## src/rtl/host_cmd_packer_pkg.sv

```systemverilog
// host_cmd_packer_pkg: shared FSM encoding, size limits and header field layout
package host_cmd_packer_pkg;
    typedef enum logic [2:0] {IDLE, HDR, CHECK, WAIT_RDY, HDR_WR, DATA, DATA_WR} state_t;
    localparam int MAX_LEN_DEF        = 65;
    localparam int TIMEOUT_CYCLES_DEF = 62500;
    localparam int CMD_LSB  = 0;
    localparam int CMD_MSB  = 7;
    localparam int LEN_LSB  = 8;
    localparam int LEN_MSB  = 15;
    localparam int QUAD_BIT = 16;
    function automatic logic [7:0] hdr_len(input logic [31:0] h);
        return h[LEN_MSB:LEN_LSB];
    endfunction
endpackage

```

## src/rtl/host_cmd_packer_byte_packer.sv

```systemverilog
// byte_packer: assembles 4 bytes little-endian; word/word_valid are valid in the cycle
// the 4th byte is taken, so the consumer never has to stall the byte stream.
module byte_packer (
    input  logic        clk62,
    input  logic        rst_n,
    input  logic        clr,
    input  logic        in_valid,
    input  logic [7:0]  in_byte,
    output logic [31:0] word,
    output logic        word_valid
);
    logic [1:0]  cnt_q, cnt_d;
    logic [23:0] acc_q, acc_d;
    always_comb begin
        cnt_d = clr ? 2'd0 : in_valid ? cnt_q + 2'd1 : cnt_q;
        acc_d = in_valid ? {in_byte, acc_q[23:8]} : acc_q;
    end
    assign word       = {in_byte, acc_q};
    assign word_valid = in_valid && cnt_q == 2'd3;
    always_ff @(posedge clk62 or negedge rst_n) begin
        if (!rst_n) begin
            cnt_q <= '0;
            acc_q <= '0;
        end else begin
            cnt_q <= cnt_d;
            acc_q <= acc_d;
        end
    end
endmodule

```

## src/rtl/host_cmd_packer.sv

```systemverilog
// host_cmd_packer: packs host bytes into header + data dwords for a busy-gated dword port.
// Define PACKER_TIMEOUT_EN to abandon partial frames after TIMEOUT_CYCLES idle cycles.
module host_cmd_packer
    import host_cmd_packer_pkg::*;
#(
    parameter int MAX_LEN        = MAX_LEN_DEF,
    parameter int TIMEOUT_CYCLES = TIMEOUT_CYCLES_DEF
) (
    input  logic        clk62,
    input  logic        RESET_N,
    input  logic [7:0]  rx_data,
    input  logic        rx_valid,
    output logic        rx_ready,
    input  logic        busy,
    output logic        wr,
    output logic [31:0] data_from_PC,
    output logic        frame_done,
    output logic        len_err,
    output logic        timeout
);
    if (MAX_LEN < 0 || MAX_LEN > 255 || TIMEOUT_CYCLES < 1) begin : g_bad_param
        $error("host_cmd_packer: parameter out of range");
    end

    state_t      state_q, state_d;
    logic        rdy_q, rdy_d;
    logic [31:0] hdr_q, hdr_d;
    logic [31:0] dout_q, dout_d;
    logic [7:0]  rem_q, rem_d;
    logic        fd_q, fd_d;
    logic        lerr_q, lerr_d;
    logic        take, pk_valid, tmo_fire;
    logic [31:0] pk_word;

    assign take = rx_valid && rdy_q;

    byte_packer u_pk (
        .clk62      (clk62),
        .rst_n      (RESET_N),
        .clr        (tmo_fire),
        .in_valid   (take),
        .in_byte    (rx_data),
        .word       (pk_word),
        .word_valid (pk_valid)
    );

`ifdef PACKER_TIMEOUT_EN
    localparam int TW = $clog2(TIMEOUT_CYCLES + 1);
    logic [TW-1:0] tmo_cnt_q, tmo_cnt_d;
    logic          timeout_q, timeout_d, in_hd;
    assign in_hd     = state_q == HDR || state_q == DATA;
    assign tmo_fire  = in_hd && !take && tmo_cnt_q == TW'(TIMEOUT_CYCLES - 1);
    assign tmo_cnt_d = (take || !in_hd) ? '0 : tmo_cnt_q + TW'(1);
    assign timeout_d = tmo_fire;
    assign timeout   = timeout_q;
    always_ff @(posedge clk62 or negedge RESET_N) begin
        if (!RESET_N) begin
            tmo_cnt_q <= '0;
            timeout_q <= 1'b0;
        end else begin
            tmo_cnt_q <= tmo_cnt_d;
            timeout_q <= timeout_d;
        end
    end
`else
    assign tmo_fire = 1'b0;
    assign timeout  = 1'b0;
`endif

    always_comb begin
        state_d = state_q;
        hdr_d   = hdr_q;
        dout_d  = dout_q;
        rem_d   = rem_q;
        fd_d    = 1'b0;
        lerr_d  = 1'b0;
        case (state_q)
            IDLE:     if (take) state_d = HDR;
            HDR: if (pk_valid) begin
                state_d = CHECK;
                hdr_d   = pk_word;
            end
            CHECK: if (int'(hdr_len(hdr_q)) > MAX_LEN) begin
                lerr_d  = 1'b1;
                state_d = IDLE;
            end else begin
                rem_d   = hdr_len(hdr_q);
                state_d = WAIT_RDY;
            end
            WAIT_RDY: if (!busy) begin
                state_d = HDR_WR;
                dout_d  = hdr_q;
            end
            HDR_WR: begin
                fd_d    = rem_q == 8'd0;
                state_d = fd_d ? IDLE : DATA;
            end
            DATA: if (pk_valid) begin
                state_d = DATA_WR;
                dout_d  = pk_word;
            end
            DATA_WR: begin
                rem_d   = rem_q == 8'd0 ? 8'd0 : rem_q - 8'd1;
                fd_d    = rem_q <= 8'd1;
                state_d = fd_d ? IDLE : DATA;
            end
            default:  state_d = IDLE;
        endcase
        // an inter-byte timeout abandons whatever partial frame is in flight
        if (tmo_fire) state_d = IDLE;
        rdy_d = state_d == IDLE || state_d == HDR || state_d == DATA;
    end

    always_ff @(posedge clk62 or negedge RESET_N) begin
        if (!RESET_N) begin
            state_q <= IDLE;
            rdy_q   <= 1'b0;
            hdr_q   <= '0;
            dout_q  <= '0;
            rem_q   <= '0;
            fd_q    <= 1'b0;
            lerr_q  <= 1'b0;
        end else begin
            state_q <= state_d;
            rdy_q   <= rdy_d;
            hdr_q   <= hdr_d;
            dout_q  <= dout_d;
            rem_q   <= rem_d;
            fd_q    <= fd_d;
            lerr_q  <= lerr_d;
        end
    end

    assign rx_ready     = rdy_q;
    assign wr           = state_q == HDR_WR || state_q == DATA_WR;
    assign data_from_PC = dout_q;
    assign frame_done   = fd_q;
    assign len_err      = lerr_q;
endmodule

```

## config.mk

```make
export PLATFORM = sky130hd
export DESIGN_NAME = host_cmd_packer
export DESIGN_NICKNAME = d
export VERILOG_FILES = /design/src/rtl/host_cmd_packer_pkg.sv /design/src/rtl/host_cmd_packer_byte_packer.sv /design/src/rtl/host_cmd_packer.sv
export SDC_FILE = /design/constraint.sdc
export NUM_CORES = 1
export LEC_CHECK = 0
export CAP_MARGIN = 20
export CORE_MARGIN = 1.5
export CORE_UTILIZATION = 43
export DETAILED_ROUTE_END_ITERATION = 16
export PLACE_DENSITY_LB_ADDON = 0.3
export SYNTH_ARGS = -nofsm -noshare
export SYNTH_HDL_FRONTEND = slang
export SYNTH_HIERARCHICAL = 1
export SYNTH_SLANG_ARGS = --single-unit
```

## constraint.sdc

```tcl
create_clock -name clk62 -period 3.27 [get_ports clk62]
set_input_delay 0.4905 -clock clk62 [delete_from_list [all_inputs] [get_ports clk62]]
set_output_delay 0.4905 -clock clk62 [all_outputs]
set_load 0.01 [all_outputs]
```

==> results of run 1 <==
-- layout make-up --
type,instances,area [sq um]
Clock buffer,9,124
Multi-Input combinational cell,237,1960
Clock inverter,7,125
Timing Repair Buffer,53,513
Inverter,7,26.3
Tap cell,140,175
Fill cell,934,5270
Sequential cell,104,2600
-- logic make-up after synthesis --
| group | synth area share [%] |
|---|---|
| compound gates | 9.42 |
| xor+xnor | 0.184 |
| fa+ha+maj | 1.05 |
| buf+inv | 4.53 |
| flops | 54.8 |
| mux | 22.5 |
| other cells | 0.0789 |
| simple gates | 7.48 |
-- cell usage in the layout (no fill, tap or decap), types with 3 or more instances in the layout --
cell type        synthesis  layout
ha_1                     4       4
o21ai_0                  7       7
inv_6                    0       3
bufinv_16                0       3
conb_1                   1       3
mux2i_1                 36      36
a21oi_1                  4       4
nor2_1                   6       6
o21ai_1                 28      28
mux2_4                  18      18
a211oi_1                 3       3
clkdlybuf4s50_1          0      46
nor3_1                   5       5
mux2_2                  37      37
nand2_1                 37      37
dfrtp_1                104     104
inv_1                    7       7
o22ai_1                  4       4
buf_4                    9       7
clkbuf_8                 0       9
-- worst max path at each step --
stage | from | end
detailed placement | rx_valid | hdr_q[10]
floorplan | rx_valid | hdr_q[18]
global placement | rx_valid | hdr_q[2]
global route | state_q[2] | wr
CTS | state_q[2] | wr
finish | state_q[2] | wr
-- per-stage QoR --
| step | power, mW | area [sq um] |
|---|---|---|
| 5_1_grt | 4.56 | 5520 |
| 4_1_cts | 4.35 | 5520 |
| 2_1_floorplan | 2.83 | 4760 |
| 3_3_place_gp | 3.33 | 5270 |
| 3_5_place_dp | 3.37 | 5270 |
| 6_report | 4.30 | 5520 |
-- power breakdown --
group / internal [mW] / switching [mW]
Clock: 0.518 / 0.453
Combinational: 0.767 / 0.586
Sequential: 1.67 / 0.309
-- state kept, by name (all words and copies together), names as in the netlist --
name	cells
hdr_q	32
state_q	3
rx_ready	1
u_pk/cnt_q	2
data_from_PC	32
frame_done	1
u_pk/acc_q	24
len_err	1
rem_q	8
-- worst max-delay path, cell delays in order, from the launching register on --
cell and delay (ps):
dfrtp_1 660, inv_1 230, nor2_1 190, clkdlybuf4s50_1 560
-- layer usage --
layer / track usage, % / up-vias / part of all wire [%]
met2: 25.4 / 63 / 45
met1: 23.5 / 1459 / 49
met5: 0 / - / 0
met3: 2.23 / 16 / 3.4
li1: - / 1403 / -
met4: 7.05 / 0 / 2.5
==> results.md, run 1 <==
* Register area share after synthesis at 54.8%
* Grt ovf at 0
* CTS Buf Count at 9
* Setup slack, reg-to-reg at ~1300 ps
* Sink Count at 104
* Fin cells at between 500 and 600
* Commonest cells post-synth: dfrtp_1, mux2_2, nand2_1
* DR pass1 iterations at 4
* First-pass GRT wire length at ~15000 um
* Post-CTS setup buffers at 0
* Vias in the first global route at approximately 3000
* Initial Utilization at 44.0%
* Core footprint at 0.0108 sq mm
* Port-buffer cells at between 40 and 50
* Core Util, Final at 51.2%
* Worst r2r path cells at 4
* CTS tree: built
* Initial antenna violation count at 0
* Origin of the critical flop-to-flop path: state_q[0]
* Routability cong. at between 0.8 and 0.9
* Most frequent cell after synthesis: dfrtp_1
* Proportion of layout cells with a drive suffix above 1 at 21.8%
* # setup viols final at 0
* Setup CP Type: flop to output pin
* Min-Delay Path Class: input pin to asynchronous set/reset pin
* Req. time, crit path at 2780 ps
* Final period util at 76.0%
* Tmin final at 2490 ps
* VDD IR max at 0.395 mV
* H-tree lvl count at 3
* Diodes inserted at 0
* Worst hold margin at 198 ps
* Worst Setup Slack, final at 784 ps
* Pin count of the biggest net entering global routing at 67
* I/O Pins at 49
* Die area at 0.0117 sq mm
* Clk_skew at 11.2 ps
* Max-cap violations at 0
* Drt total wl at 8730 um
* Max clock buf depth at 2
* Ys flop type: dfrtp_1
* Rows at 38
* Post-synth top area share at 54.8%
* Syn Inst Count at 374
* Cell count after placement at 541
* # DRC at 0
* CP max FO at 11
* Worst-skew pair later-pin latency at 360 ps
* PwrDens at 778 mW/mm^2
* Final Hold Fails at 0
* Leak at about 2.6 nW
* Post_cts resized at 0
* Post-Place Setup Slack at 771 ps
* Dpl hpwl at 5850 um
* EDFF count, synth at 0
* CP Capture Type: output pin
* Synth async-reset ratio at between 90% and 100%
* Nets@finish at 428
* Crit start category: flop
* Synth area leader: dfrtp_1
* Via density at 5.28
* Starting DRT DRC Count at around 180
* Worst slew pin tran at 840 ps
* Final Max Tran Viols at 0
* Total GRT Usage at 16.5%
* Antenna viol nets, final at 0
* Max-slew headroom at 44.0%
* FF-to-FF End: hdr_q[4]
* Post-route setup TNS at 0 ps
* Clk root buf: clkbuf_8
* Run status: completed
* Via count at 2941
* Die W at about 110 um
* Mean area per synthesized cell at 12.7 sq um
* Max Freq at 0.402 GHz
* Mean routed wirelength per cell at roughly 16 um
* Die Y at 108 um
* Synth cell types at 55
* P&R area growth vs syn at 16.2%
* RSZ-0062 raised after global routing: false
* Post-synthesis cell area at between 0.004 and 0.005 sq mm
* Synth warn at 6
* Post-synthesis register bit count at 104
* Crit path arrival time at about 2000 ps
* Hold Buf Count CTS at 0
* Synth top area cells: dfrtp_1, mux2_2, mux2i_1, mux2_4, o21ai_1
* Worst-path clk slew at 100 ps
No activity file was read; power rests on OpenSTA's default activity.
==> run 2, diff against run 1 <==
- clock period: 3.27 -> 2.6 ns (I/O delays scaled with it)
==> results.md, run 2 (synthesized netlist as in run 1, its figures left out) <==
* Drt total wl at 8500 um (-2.7%)
* Slowest cell on crit path: dfrtp_1
* Buf/Inv on CP at 2 (unchanged)
* CTS Buf Count at 9 (unchanged)
* Worst slew pin tran at 625 ps (-214 ps)
* Tmin final at 2360 ps
* Rows at 38 (unchanged)
* P&R area growth vs syn at 15.8%
* Worst-skew pair later-pin latency at 360 ps (about the same)
* Via density at 5.09 (-3.6%)
* VDD IR max at 0.460 mV (+16%)
* Min-Delay Path Class: input pin to asynchronous set/reset pin
* DR pass1 iterations at 4 (unchanged)
* Dpl hpwl at 5760 um (-1.7%)
* Initial Utilization at 44.0% (unchanged)
* Die W at 108 um (unchanged)
* First-pass GRT wire length at 14400 um (-3.9%)
* Final Max Tran Viols at 0 (unchanged)
* Crit path depth at 3 (unchanged)
* Worst-path clk slew at 100 ps (about the same)
* Antenna viol nets, final at 0 (unchanged)
* Final Hold Fails at 0 (unchanged)
* Port-buffer cells at 47 (unchanged)
* Via count at 2834 (-3.6%)
* Crit start category: flop
* CP Capture Type: output pin
* Die Y at 108 um (unchanged)
* Vias in the first global route at 2852 (-4.2%)
* H-tree lvl count at 3 (unchanged)
* Most frequent cells in the layout: dfrtp_1, clkdlybuf4s50_1, nand2_1, mux2_2, mux2i_1
* Commonest non-fill, non-tap cell in the layout: dfrtp_1
* # DRC at 0 (unchanged)
* Max clock buf depth at 2 (unchanged)
* Area after DPL at 0.00532 sq mm (+0.95%)
* Proportion of layout cells with a drive suffix above 1 at 21.6% (-0.24 points)
* Post-route setup TNS at 0 ps (unchanged)
* Mean routed wirelength per cell at 15.3 um (-2.7%)
* # setup viols final at 0 (unchanged)
* Die area at 0.0117 sq mm (unchanged)
* Crit path arrival time at 1970 ps (-30 ps)
* Max-slew headroom at 58.3% (+14 points)
* RSZ-0062 raised after global routing: false
* Worst r2r path cells at 6 (+2)
* Initial antenna violation count at 0 (unchanged)
* CTS tree: built
* Sink Count at 104 (unchanged)
* Req. time, crit path at 2210 ps (-570 ps)
* Max-cap violations at 0 (unchanged)
* Worst stage delay on the critical path at 640 ps (-20 ps)
* Post-CTS setup buffers at 0 (unchanged)
* Starting DRT DRC Count at 156 (-14%)
* PwrDens at 935 mW/mm^2 (+20%)
* Clk root buf: clkbuf_8
* Design Area, Final at 0.00551 sq mm (-0.29%)
* Delay-heaviest family, CP: buffers and inverters
* CP cell instances: inv_1 -> nor2_1 -> clkdlybuf4s50_1
* Layout fillers at 930 (-0.43%)
* Post_cts resized at 0 (unchanged)
* Run status: completed
* Grt ovf at 0 (unchanged)
* I/O Pins at 49 (unchanged)
* Diodes inserted at 0 (unchanged)
* Nets@finish at 428 (unchanged)
* Routability cong. at 0.805 (-3.8%)
* Setup CP Type: flop to output pin
* Final period util at 90.7%
* Leak at 2.61 nW (-0.31%)
* Hold Buf Count CTS at 0 (unchanged)
* Core footprint at 0.0108 sq mm (unchanged)
* Pin count of the biggest net entering global routing at 65 (-3.0%)
* Total GRT Usage at 15.9% (-0.62 points)
* Max Freq at 0.424 GHz
* CP max FO at 11 (unchanged)
* Clk_skew at 11.6 ps (+0.354 ps)
## run 2: metrics by stage
| step | util (%) | setup slack (ps) | std cells | hold slack [ps] | total power, mW |
|---|---|---|---|---|---|
| detailed placement | 49.3 | 395 | 541 | 453 | 4.26 |
| CTS | 51.0 | 214 | 557 | 49.1 | 5.21 |
| global route | 51.0 | 75.3 | 557 | 73.7 | 5.47 |
| floorplan | - | 622 | 376 | 94.4 | 3.56 |
| finish | 51.0 | 241 | 557 | 39.2 | 5.15 |
| global placement | 49.3 | 409 | 541 | 446 | 4.20 |
## run 2: final cells by class
| cell class | count | area, sq um | area share [%] |
|---|---|---|---|
| multi-input combinational | 237 | 1960 | 35.5 |
| clock buffer | 12 | 155 | 2.82 |
| inverter | 7 | 26.3 | 0.477 |
| sequential | 104 | 2600 | 47.3 |
| timing repair buffer | 53 | 563 | 10.2 |
| tap | 140 | 175 | 3.18 |
| clock inverter | 4 | 27.5 | 0.500 |
## run 2: worst reg2reg max path, cell delays in order (launching register included)
cell      delay (ps)
dfrtp_1          430
inv_1            130
ha_1             260
nor4b_2          460
a21oi_2          230
a211oi_2         270
o22ai_1          110
## run 2: power breakdown
| part | leakage (nW) | switching (mW) | internal, mW |
|---|---|---|---|
| combinational | 1.16 | 0.740 | 0.987 |
| sequential | 1.36 | 0.380 | 2.10 |
| clock | 0.0967 | 0.541 | 0.404 |
| total | 2.61 | 1.66 | 3.49 |
## run 2: routing by layer
metal / up-vias / part of all wire [%] / GRT usage, %
li1: 1391 / - / -
met1: 1373 / 49 / 22.6
met2: 60 / 46 / 24.3
met3: 10 / 3.8 / 3.13
met4: 0 / 1.4 / 5.45
met5: - / 0 / 0
## run 2: final timing paths
| kind | slack [ps] | from | to |
|---|---|---|---|
| worst min register to register | 490 | data_from_PC[20] | data_from_PC[20] |
| worst min-delay path | 40 | RESET_N | data_from_PC[27] |
| max in group asynchronous | 1850 | RESET_N | u_pk/acc_q[7] |
| min in group clk62 | 490 | data_from_PC[20] | data_from_PC[20] |
| worst max-delay path | 240 | state_q[2] | wr |
| worst max register to register | 600 | rem_q[0] | rem_q[2] |
==> run 3, diff against run 2 <==
- CELL_PAD_IN_SITES_DETAIL_PLACEMENT: default -> 0
- CELL_PAD_IN_SITES_GLOBAL_PLACEMENT: default -> 1
==> results.md, run 3 (synthesized netlist as in run 1, its figures left out) <==
* First-pass GRT wire length at 14800 um (+2.5%)
* I/O Pins at 49 (unchanged)
* Clk root buf: clkbuf_8
* Mean routed wirelength per cell at 15.8 um (+3.5%)
* Vias in the first global route at 2816 (-1.3%)
* Buf/Inv on CP at 2 (unchanged)
* Drt total wl at 8790 um (+3.5%)
* Total power draw at 5.13 mW (-0.28%)
* Max Freq at 0.422 GHz (-0.56%)
* Area after DPL at 0.00532 sq mm (unchanged)
* Rows at 38 (unchanged)
* Final Max Tran Viols at 0 (unchanged)
* CP Capture Type: output pin
* Max-slew headroom at 51.2% (-7.1 points)
* Max clock buf depth at 2 (unchanged)
* CTS tree: built
* Nets@finish at 428 (unchanged)
* Routability cong. at 0.763 (-5.2%)
* Worst-path clk slew at 100 ps (about the same)
* CP max FO at 11 (unchanged)
* Delay-heaviest family, CP: buffers and inverters
* Antenna viol nets, final at 0 (unchanged)
* Port-buffer cells at 47 (unchanged)
* Post-CTS setup buffers at 0 (unchanged)
* Via density at 5.15 (+1.3%)
* PwrDens at 933 mW/mm^2 (-0.21%)
* Starting DRT DRC Count at 140 (-10%)
* Initial Utilization at 44.0% (unchanged)
* Leak at 2.61 nW (-0.14%)
* Pin count of the biggest net entering global routing at 65 (unchanged)
* Crit path arrival time at 1980 ps (about the same)
* Crit start category: flop
* Clk_skew at 7.71 ps (-3.86 ps)
* Sink Count at 104 (unchanged)
* # setup viols final at 0 (unchanged)
* P&R area growth vs syn at 15.8% (about the same)
* Worst stage delay on the critical path at 670 ps (+30 ps)
* Post_cts resized at 0 (unchanged)
* CTS Buf Count at 9 (unchanged)
* Worst hold margin at 66.2 ps (+27.0 ps)
* DR pass1 iterations at 4 (unchanged)
* Post-route setup TNS at 0 ps (unchanged)
* Fin cells at 557 (unchanged)
* Proportion of layout cells with a drive suffix above 1 at 21.6% (unchanged)
* Die area at 0.0117 sq mm (unchanged)
* Grt ovf at 0 (unchanged)
* Cell count after placement at 541 (unchanged)
* CP cell instances: inv_1 -> nor2_1 -> clkdlybuf4s50_1
* Final period util at 91.2% (+0.51 points)
* Commonest non-fill, non-tap cell in the layout: dfrtp_1
* Hold Buf Count CTS at 0 (unchanged)
* Layout fillers at 966 (+3.9%)
* Core footprint at 0.0108 sq mm (unchanged)
* VDD IR max at 0.470 mV (+2.1%)
* Dpl hpwl at 5800 um (+0.72%)
* RSZ-0062 raised after global routing: false
* Final Hold Fails at 0 (unchanged)
* Setup CP Type: flop to output pin
* Worst slew pin tran at 732 ps (+107 ps)
* # DRC at 0 (unchanged)
* Max-cap violations at 0 (unchanged)
* Die Y at 108 um (unchanged)
* Initial antenna violation count at 0 (unchanged)
* Tmin final at 2370 ps (+13.2 ps)
* Design Area, Final at 0.00550 sq mm (about the same)
* Run status: completed
* Most frequent cells in the layout: dfrtp_1, clkdlybuf4s50_1, nand2_1, mux2_2, mux2i_1
* Via count at 2871 (+1.3%)
* Worst-skew pair later-pin latency at 360 ps (about the same)
* Total GRT Usage at 16.4% (+0.49 points)
* Slowest cell on crit path: dfrtp_1
* H-tree lvl count at 3 (unchanged)
* Diodes inserted at 0 (unchanged)
* Req. time, crit path at 2210 ps (about the same)
* Die W at 108 um (unchanged)
* Setup slack, reg-to-reg at 640 ps (+40 ps)
* Min-Delay Path Class: input pin to asynchronous set/reset pin
[run 3: cell types whose count changed in the layout (fill, tap and decap cells not counted)]
cell	before	now
clkbuf_8	11	9
clkinv_2	2	1
clkinv_4	1	2
inv_6	1	2
inv_8	0	1
[run 3: stage by stage]
stage | utilization, % | setup WS [ps]
6_report | 51.0 | 228
5_1_grt | 51.0 | 81.8
4_1_cts | 51.0 | 208
3_5_place_dp | 49.3 | 383
3_3_place_gp | 49.3 | 403
2_1_floorplan | - | 622
[run 3: cell type report]
class | instances | area (sq um) | share of cell area, %
Multi-Input combinational cell | 237 | 1960 | 35.6
Clock buffer | 10 | 128 | 2.32
Inverter | 7 | 26.3 | 0.477
Tap cell | 140 | 175 | 3.18
Timing Repair Buffer | 53 | 563 | 10.2
Clock inverter | 6 | 51.3 | 0.932
Sequential cell | 104 | 2600 | 47.3
[run 3: worst register-to-register path, stage by stage (launching register included)]
cell and delay (ps):
dfrtp_1 430, inv_1 140, ha_1 250, nor4b_2 420, a21oi_2 220, a211oi_1 290
mux2i_1 100
[run 3: where the power goes]
part | total [mW] | leakage, nW | switching (mW) | internal [mW]
registers | 2.48 | 1.36 | 0.384 | 2.09
clock network | 0.937 | 0.0931 | 0.572 | 0.365
logic | 1.72 | 1.16 | 0.729 | 0.986
[run 3: final timing paths]
path | endpoint | depth (start not counted) | startpoint
min in group clk62 | data_from_PC[3] | 2 | data_from_PC[3]
min reg2reg | data_from_PC[3] | 2 | data_from_PC[3]
max in group asynchronous | rem_q[0] | 2 | RESET_N
min | data_from_PC[27] | 1 | RESET_N
max | wr | 3 | state_q[2]
max reg2reg | rem_q[7] | 6 | rem_q[0]
[run 3: routing by layer]
layer | part of all wire (%) | track usage (%) | vias up
li1 | - | - | 1397
met1 | 50 | 24.0 | 1423
met2 | 46 | 25.0 | 43
met3 | 2.5 | 2.11 | 8
met4 | 1.1 | 5.92 | 0
met5 | 0 | 0 | -
